<file path="config.mk">
export PLATFORM = sky130hd
export DESIGN_NAME = core_run_controller
export DESIGN_NICKNAME = d
export VERILOG_FILES = /design/src/rtl/core_run_controller.sv
export SDC_FILE = /design/constraint.sdc
export NUM_CORES = 1
export LEC_CHECK = 0
export CAP_MARGIN = 10
export CORE_AREA = 3 3 139 141
export CTS_CLUSTER_SIZE = 40
export DETAILED_ROUTE_END_ITERATION = 8
export DIE_AREA = 0 0 142 144
export PLACE_DENSITY = 0.69
export SLEW_MARGIN = 40
export SYNTH_ARGS = -nofsm -noshare
export SYNTH_HDL_FRONTEND = slang
export SYNTH_SLANG_ARGS = --single-unit
</file>
<file path="constraint.sdc">
create_clock -name clk -period 2.3 [get_ports clk]
set_input_delay 0.575 -clock clk [delete_from_list [all_inputs] [get_ports clk]]
set_output_delay 0.575 -clock clk [all_outputs]
set_load 0.02 [all_outputs]
</file>
<file path="src/rtl/core_run_controller.sv">
// Run/pause/step/breakpoint scheduler for the RV32I core, plus 7-segment source sequencing.
// Everything lives in the clk domain; the switch and button are synchronized and the button debounced.
module core_run_controller #(
  parameter int TICK_DIV        = 50_000_000,
  parameter int DEBOUNCE_CYCLES = 1_000_000,
  parameter int DISP_HOLD       = 100_000_000
) (
  input  logic        clk,
  input  logic        reset,
  input  logic        run_sw,
  input  logic        step_btn,
  input  logic        bp_en,
  input  logic [31:0] bp_addr,
  input  logic [31:0] pc_in,
  input  logic [31:0] alu_in,
  input  logic [1:0]  disp_mode,
  output logic        core_en,
  output logic        halted,
  output logic [31:0] step_count,
  output logic [31:0] seg_data,
  output logic        seg_sel
);

  localparam int TW = (TICK_DIV > 1) ? $clog2(TICK_DIV) : 1;
  localparam int DW = (DEBOUNCE_CYCLES > 1) ? $clog2(DEBOUNCE_CYCLES) : 1;
  localparam int HW = (DISP_HOLD > 1) ? $clog2(DISP_HOLD) : 1;

  typedef enum logic [1:0] {
    PAUSE = 2'd0,
    RUN   = 2'd1,
    STEP  = 2'd2,
    HALT  = 2'd3
  } state_t;

  state_t          state_reg, state_next;
  logic [TW-1:0]   presc_reg, presc_next;
  logic            core_en_next;
  logic [1:0]      run_sync, step_sync;
  logic            run_s, step_s;
  logic            db_level, step_press;
  logic [DW-1:0]   db_cnt;
  logic [HW-1:0]   hold_cnt;
  logic            page;

  assign run_s  = run_sync[1];
  assign step_s = step_sync[1];
  assign halted = (state_reg == HALT);

  always_ff @(posedge clk or negedge reset) begin
    if (!reset) begin
      run_sync  <= 2'b00;
      step_sync <= 2'b00;
    end else begin
      run_sync  <= {run_sync[0], run_sw};
      step_sync <= {step_sync[0], step_btn};
    end
  end

  // Any sample agreeing with the current level restarts the stability count.
  always_ff @(posedge clk or negedge reset) begin
    if (!reset) begin
      db_level   <= 1'b0;
      db_cnt     <= '0;
      step_press <= 1'b0;
    end else begin
      step_press <= 1'b0;
      if (step_s == db_level) begin
        db_cnt <= '0;
      end else if (db_cnt == DW'(DEBOUNCE_CYCLES - 1)) begin
        db_level   <= step_s;
        db_cnt     <= '0;
        step_press <= step_s;
      end else begin
        db_cnt <= db_cnt + DW'(1);
      end
    end
  end

  always_comb begin
    state_next   = state_reg;
    presc_next   = '0;
    core_en_next = 1'b0;
    case (state_reg)
      PAUSE: begin
        if (step_press) begin
          state_next   = STEP;
          core_en_next = 1'b1;
        end else if (run_s) begin
          state_next = RUN;
        end
      end
      RUN: begin
        // Dropping the switch wins over a terminal count in the same cycle.
        if (!run_s) begin
          state_next = PAUSE;
        end else if (presc_reg == TW'(TICK_DIV - 1)) begin
          if (bp_en && (pc_in == bp_addr)) state_next = HALT;
          else core_en_next = 1'b1;
        end else begin
          presc_next = presc_reg + TW'(1);
        end
      end
      STEP: state_next = PAUSE;
      HALT: begin
        if (step_press) begin
          state_next   = STEP;
          core_en_next = 1'b1;
        end else if (!run_s) begin
          state_next = PAUSE;
        end
      end
      default: state_next = PAUSE;
    endcase
  end

  always_ff @(posedge clk or negedge reset) begin
    if (!reset) begin
      state_reg  <= PAUSE;
      presc_reg  <= '0;
      core_en    <= 1'b0;
      step_count <= '0;
    end else begin
      state_reg  <= state_next;
      presc_reg  <= presc_next;
      core_en    <= core_en_next;
      step_count <= step_count + {31'b0, core_en};
    end
  end

  always_ff @(posedge clk or negedge reset) begin
    if (!reset) begin
      hold_cnt <= '0;
      page     <= 1'b0;
    end else if (hold_cnt == HW'(DISP_HOLD - 1)) begin
      hold_cnt <= '0;
      page     <= ~page;
    end else begin
      hold_cnt <= hold_cnt + HW'(1);
    end
  end

  always_ff @(posedge clk or negedge reset) begin
    if (!reset) begin
      seg_data <= '0;
      seg_sel  <= 1'b0;
    end else begin
      case (disp_mode)
        2'b00: begin seg_data <= pc_in;  seg_sel <= 1'b0; end
        2'b01: begin seg_data <= alu_in; seg_sel <= 1'b1; end
        2'b10: begin seg_data <= page ? alu_in : pc_in; seg_sel <= page; end
        default: begin
          seg_data <= {2'b00, state_reg, 12'h000, step_count[15:0]};
          seg_sel  <= 1'b0;
        end
      endcase
    end
  end

endmodule

</file>
# Word-level counts from Yosys, hierarchy flattened
# Cells that the tools add are included.
# word_totals
register_bits,148
output_inout_bits,67
# op_classes
n_addsub,4
eq_ne,14
reduce_logical,6
muxes,24
bitwise,2
# op_table
op,count
$pmux 32 s3,1
$mux 26,3
$mux 20,2
$add 32x1->32,1
$eq 32x32->1,1
$mux 32,1
$add 27x1->27 const B,1
$eq 27x27->1 const B,1
$mux 27,1
$add 26x1->26 const B,1
$eq 26x26->1 const B,1
$add 20x1->20 const B,1
$eq 20x20->1 const B,1
$mux 2,7
$ne 3x3->1 const B,3
$pmux 2 s4,1
$eq 2x2->1 const B,3
$mux 1,6
$eq 2x1->1 const B,2
$logic_not 2->1,2
$pmux 1 s2,2
$reduce_and 4->1,1
$ne 3x2->1 const B,1
$not 1->1,2
other kinds (4),4

# Depth between registers and ports, before layout
# Gate-level depths: netlist (run 1).
# logic_depth
word_depth,6
mapped_depth,7
ltp_nobuf,7

# Worst setup path after synthesis (run 1)
# No wires, ideal clock.
# synth_path
kind,input to register
startpoint,input pc_in[16]
endpoint,register state_reg[0]
setup_time_ns,0.123
arrival_time_ns,1.786
t_required_ns,2.177
stages,5
path_slack_ns,0.391
path_buffers,0
cell_sequence,xor2_1 > nor4_1 > nand4_1 > or3_1 > o221a_1
# synth_via
elab_chain_len,4
# synth_rtl
item,line,text
"start, declared",14,"input logic [31:0] pc_in,"
$eq 32x32->1,97,if (bp_en && (pc_in == bp_addr)) state_next = HALT;
$logic_and 1x1->1,97,
$ne 3x3->1 (no source line),-,
$reduce_and 4->1 (no source line),-,
"end signal, assigned",123,state_reg <= state_next;
"end, declared",35,"state_t state_reg, state_next;"
# No other way between the ends.
# A chain may end at the register's enable or synchronous reset.

# Worst setup path in the final report (run 1)
# layout_path
startpoint,register step_count[11]
endpoint,output step_count[11]
# layout_lines
item,line,text
"start, declared",19,"output logic [31:0] step_count,"
"start signal, assigned",126,"step_count <= step_count + {31'b0, core_en};"
# No word-level cell between the ends.

==> summary.txt, run 1 <==
GRT
  • Global-route wire length before repair: 31700 um
  • Via count of the first global-routing pass: 5998
  • Antenna violations before repair: 0
  • Pin count of the biggest net entering global routing: 59
  • Residual overflow from global routing: 0
  • GR Util All Layers: 0.199

Setup path
  • Critical path's top delay family: buffers and inverters
  • Class of the most critical setup path: flip-flop to primary output
  • Series of cell instances along the critical path: clkdlybuf4s50_1
  • Critical path launch point type: flip-flop
  • Number of buffer and inverter stages on the critical path: 1
  • Max incr delay on CP: 0.67 ns
  • Cell at the slowest stage of the critical path: sky130_fd_sc_hd__clkdlybuf4s50_1
  • Largest fanout of any net on the critical path: 6
  • Data arrival at the endpoint of the critical path: 1.60 ns
  • Data required time of the worst path: 1.73 ns
  • Kind of end point of the critical path: primary output

Logic synthesis
  • Fraction of the yosys area taken by sequential cells: 0.511
  • YS warnings: 0
  • Number of synthesized register bits: 148
  • Most common cell in the synthesized netlist: sky130_fd_sc_hd__dfrtp_1
  • Post-synthesis cell type count: 50
  • Commonest register cell after synthesis: sky130_fd_sc_hd__dfrtp_1
  • Async set-reset flop share out of synthesis: 1.00
  • Cell area after synthesis: 0.00725 mm2
  • Net Count, Synth: 819
  • Post-synth EDFFs: 0
  • Per-instance average area after synthesis: 10.3 um2
  • Top-area cell type share of the netlist area: 0.511
  • Library cell with the largest summed area after synthesis: sky130_fd_sc_hd__dfrtp_1
  • Count of mapped cells out of synthesis: 703
  • Leading post-synthesis cells by instance count: sky130_fd_sc_hd__dfrtp_1 (148), sky130_fd_sc_hd__nor2_1 (87), sky130_fd_sc_hd__xor2_1 (63), sky130_fd_sc_hd__xnor2_1 (59), sky130_fd_sc_hd__nand2_1 (49)
  • Top post-synthesis cells by area: sky130_fd_sc_hd__dfrtp_1 (51%), sky130_fd_sc_hd__xor2_1 (7.6%), sky130_fd_sc_hd__xnor2_1 (7.1%)

Clock tree
  • Num Clock Sinks: 148
  • # H-tree levels: 4
  • Inserted Clock Buffers: 17
  • Clock insertion delay at the later pin of the skew report: 0.42 ns
  • Number of hold buffers added after cts: 0
  • Clock tree root driver cell: sky130_fd_sc_hd__clkbuf_16
  • Clock transition time at the flip-flop clock pins of the worst setup and hold paths: 0.06 ns
  • CTS tree: done
  • Clk buf depth: 2
  • Number of setup buffers added after CTS: 0

Die
  • Floorplan die area: 0.0204 mm2
  • Chip Width: 142 um
  • Die boundary height: 144 um
  • Core Footprint: 0.0181 mm2
  • Standard-cell rows: 49
  • Effective utilization at floorplan: 0.401
  • IO Count: 170

Placement
  • Detailed-placement wirelength estimate: 14900 um
  • Final weighted congestion in routability-driven placement: 0.934
  • Cells after DPL: 1125
  • Total of buffers placed on input and output ports: 169
  • Post-detailed-placement cell area: 0.00950 mm2

Power
  • Leakage power: 4.33 nW
  • Peak supply drop: 580 uV
  • Pwr Density: 638 mW/mm2

STA
  • Setup repair after global routing missed its margin: no
  • Slew Viols, Final: 0
  • Post-layout min period: 2.17 ns
  • Worst slew slack as a fraction of its limit: 0.624
  • Fraction of the cycle the final worst path needs: 0.945
  • Worst Max-Slew Pin Slew: 0.560 ns
  • Final-report setup violation count: 0
  • Top achievable clock speed: 460 MHz
  • Final Hold Violating Endpoints: 0
  • Clock skew after layout: 0.00684 ns
  • Post-Route Setup TNS: 0 ns

Flow run
  • Total of max-cap violations: 0

Route
  • Initial drt markers: 339
  • Drt pass-1 iters: 7
  • Remaining DRCs: 0
  • Vias per cell: 5.09
  • Routed length per placed instance: 17.1 um
  • Routed Wire Length: 19800 um
  • Count of antenna-violating nets left after detailed routing: 0
  • Total number of vias: 5887

Layout
  • Area growth from synthesis to layout: 39.7%
  • Largest registers in the final layout: seg_data (32), step_count (32), hold_cnt (27)
  • Final non-filler cell total: 1157
  • Ant. Diodes: 0
  • Fraction of layout cells with a size suffix above 1: 0.100
  • Final cell area excluding filler cells: 0.0101 mm2
  • Final-stage net count: 1031

Min path
  • Classification of the worst-slack hold path: input port to async pin

Run status
  • Result of the run: completed
-- per-stage QoR --
step	setup WS (ns)	hold WS, ns	util	total power [W]
finish	0.126	0.0375	0.560	0.00646
global route	0.0660	0.0471	0.560	0.00672
CTS	0.107	0.0409	0.560	0.00652
detailed placement	-0.288	0.335	0.525	0.00363
global placement	-0.261	0.337	0.525	0.00363
floorplan	0.391	0.279	-	0.00312
-- cell families (layout without fill, tap and decap cells) --
group	Yosys count	after routing	share of synthesized area
XOR/XNOR	123	123	0.150
multiplexers	4	4	0.00570
buffers and inverters	43	268	0.0242
AO/OA/AOI/OAI	78	78	0.0711
AND/OR/NAND/NOR	294	294	0.216
flip-flops	148	148	0.511
adder cells (fa/ha/maj)	13	13	0.0224
-- worst paths after layout --
path	start	to	slack, ns	cells after the start
worst max-delay path	step_count[11]	step_count[11]	0.13	1
worst min-delay path	reset	hold_cnt[0]	0.04	1
worst max register to register	hold_cnt[0]	hold_cnt[16]	0.29	6
worst min register to register	run_sync[0]	run_sync[1]	0.35	0
max in group asynchronous	reset	seg_data[29]	1.63	2
min in group clk	run_sync[0]	run_sync[1]	0.35	0
-- final cells by class --
class | instances | area (um2)
clock buffers | 21 | 470
clock inverters | 11 | 149
fillers | 1554 | 7970
inverters | 21 | 78.8
multi-input cells | 512 | 3370
flip-flops and latches | 148 | 3700
well taps | 229 | 287
repair buffers | 215 | 2060
-- placed cells by master, fill, tap and decap left out, drive strengths merged, types with 3 or more instances in the layout --
master         instances
and4                  11
clkinvlp               3
nor2b                  3
a22oi                 28
clkinv                 4
nor3                  18
or4                    4
xnor2                 60
a221oi                 4
nor4b                  5
xor2                  63
nor2                  88
nand4                 24
and3                  12
ha                    13
clkbuf                21
bufinv                 3
mux2i                  3
nand3                 39
or3                    7
and2                   7
nor4                  17
o21ai                 24
inv                   22
dfrtp                148
buf                   47
clkdlybuf4s50        167
a21oi                 15
nand2                 49
-- worst register-to-register path, stage by stage (launching register included) --
cell and delay (ns):
sky130_fd_sc_hd__dfrtp_1 0.39, sky130_fd_sc_hd__ha_1 0.23, sky130_fd_sc_hd__and4_1 0.30, sky130_fd_sc_hd__and3_1 0.24
sky130_fd_sc_hd__and3_1 0.42, sky130_fd_sc_hd__buf_4 0.25, sky130_fd_sc_hd__nor2_1 0.07
-- power breakdown --
group / leakage (nW) / total [W] / switching, W / internal [W]
Combinational: 2.04 / 0.000870 / 0.000441 / 0.000428
Sequential: 2.00 / 0.00272 / 0.0000389 / 0.00268
Clock: 0.296 / 0.00287 / 0.00108 / 0.00180
-- per-layer routing --
metal  track usage  vias to the layer above  wire length, um
li1              -                     2873                -
met1         0.265                     2894             9000
met2         0.327                      113             9700
met3        0.0582                        7              980
met4        0.0389                        0               90
met5             0                        -                0
-- what timing repair did --
item                                    in CTS  in global routing
endpoints found under the hold margin        0                  0
endpoints found under the setup margin       1                  0
resized for setup                            1                  0
(Power assumes the default switching activity.)
==> run 2: changes to the inputs <==
GPL_ROUTABILITY_DRIVEN = 0   (was not set)
==> run 2 against run 1 <==
- global-route usage rose by 0.22 points
- core utilization down 0.17 points
- final cell count fell by 0.35%
- die area unchanged
- sequential power hardly changed
- final area shrank 0.31%
- combinational power fell by 0.5%
- clock-buffer cell count is 4 lower
- routed wire length shrank 0.73%
- sequential cell count is the same
- largest power group unchanged
==> summary.txt, run 2 (synthesis results as in run 1) <==
Route
  • Initial drt markers: 433
  • Met2 wire length: 9730 um
  • Routed Wire Length: 19600 um
  • Detail Route met3 WL: 1110 um
  • Drt pass-1 iters: 4
  • Uppermost metal layer occupied by signal nets: met4
  • Vias per cell: 5.09
  • Total number of vias: 5864
  • Remaining DRCs: 0
  • Routed length per placed instance: 17.0 um
  • WL met1: 8610 um
  • Count of antenna-violating nets left after detailed routing: 0

Placement
  • Total of buffers placed on input and output ports: 169
  • Setup WS pre-CTS: -0.304 ns
  • Post-detailed-placement cell area: 0.00947 mm2
  • Detailed-placement wirelength estimate: 14900 um

STA
  • Final Hold Violating Endpoints: 0
  • Hold slack final: 0.351 ns
  • Worst setup margin: 0.149 ns
  • Post-layout min period: 2.15 ns
  • Setup repair after global routing missed its margin: no
  • Slew Viols, Final: 0
  • Top achievable clock speed: 465 MHz
  • Final-report setup violation count: 0
  • Worst Max-Slew Pin Slew: 0.656 ns
  • Clock skew after layout: 0.0157 ns
  • Worst slew slack as a fraction of its limit: 0.559
  • Fraction of the cycle the final worst path needs: 0.935

Layout
  • Util after Layout: 0.558
  • Most common cell after layout, fill and taps aside: sky130_fd_sc_hd__clkdlybuf4s50_1
  • Final-stage net count: 1028
  • Largest registers in the final layout: seg_data (32), step_count (32), hold_cnt (27)
  • Ant. Diodes: 0
  • Most frequent cells in the layout: sky130_fd_sc_hd__clkdlybuf4s50_1 (167), sky130_fd_sc_hd__dfrtp_1 (148), sky130_fd_sc_hd__nor2_1 (87)
  • Fraction of layout cells with a size suffix above 1: 0.0974
  • Area growth from synthesis to layout: 39.2%
  • Final cell area excluding filler cells: 0.0101 mm2

Setup path
  • Critical path's top delay family: buffers and inverters
  • Kind of end point of the critical path: primary output
  • Data arrival at the endpoint of the critical path: 1.58 ns
  • Max incr delay on CP: 0.66 ns
  • Largest fanout of any net on the critical path: 6
  • Number of buffer and inverter stages on the critical path: 1
  • Series of cell instances along the critical path: clkdlybuf4s50_1
  • Cell at the slowest stage of the critical path: sky130_fd_sc_hd__clkdlybuf4s50_1
  • Total stage count of the critical path: 1
  • Data required time of the worst path: 1.73 ns
  • Class of the most critical setup path: flip-flop to primary output
  • Count of cells along the worst register-to-register path: 6
  • Worst R2R Setup Slack: 0.32 ns
  • Critical path launch point type: flip-flop

Die
  • Standard-cell rows: 49
  • Floorplan die area: 0.0204 mm2
  • IO Count: 170
  • Chip Width: 142 um
  • Core Footprint: 0.0181 mm2
  • Die boundary height: 144 um
  • Effective utilization at floorplan: 0.401

Clock tree
  • # H-tree levels: 4
  • Clock insertion delay at the later pin of the skew report: 0.43 ns
  • Clock tree root driver cell: sky130_fd_sc_hd__clkbuf_16
  • Clock transition time at the flip-flop clock pins of the worst setup and hold paths: 0.07 ns
  • Inserted Clock Buffers: 17
  • Clk buf depth: 2
  • Num Clock Sinks: 148
  • CTS tree: done
  • Number of setup buffers added after CTS: 0

GRT
  • Residual overflow from global routing: 0
  • Antenna violations before repair: 0
  • GR Util All Layers: 0.201
  • Pin count of the biggest net entering global routing: 60
  • Global-route wire length before repair: 31800 um
  • Via count of the first global-routing pass: 6010

Min path
  • Classification of the worst-slack hold path: flip-flop to flip-flop
  • Cell depth of the worst min-delay path: 0

Power
  • Leakage power: 4.31 nW
  • Pwr Total: 0.00642 W
  • Peak supply drop: 497 uV
  • Pwr Density: 636 mW/mm2

Flow run
  • Total of max-cap violations: 0

Run status
  • Result of the run: completed
## run 2: path summary, 6_finish.rpt
check | start | to
max | step_count[11] | step_count[11]
min | run_sync[0] | run_sync[1]
max reg2reg | state_reg[1] | state_reg[1]
min reg2reg | run_sync[0] | run_sync[1]
max in group asynchronous | reset | state_reg[0]
min in group asynchronous | reset | hold_cnt[15]
## run 2: area by class of cell
cell class,count,area [um2]
repair buffers,212,2040
inverters,21,78.8
flip-flops and latches,148,3700
clock inverters,14,176
multi-input cells,512,3380
fillers,1583,8000
clock buffers,17,425
well taps,229,287
## run 2: power breakdown
part	switching, W	internal, W
Combinational	0.000440	0.000426
Clock	0.00112	0.00171
Sequential	0.0000400	0.00268
## run 2: what timing repair did
action / in CTS / in global routing
hold buffers: 1 / 0
setup endpoints to repair: 1 / 1
gates resized for setup: 1 / 1
endpoints found under the hold margin: 6 / 0
## run 2: per-layer routing
metal  GRT usage  vias up
li1            -     2865
met1       0.263     2864
met2       0.328      123
met3      0.0618       12
met4      0.0535        0
met5           0        -
## run 2: through the flow
step                TNS, ns  std cells
finish                    0       1153
global route              0       1153
CTS                       0       1153
detailed placement    -1.40       1121
global placement      -1.04       1121
floorplan                 0        703
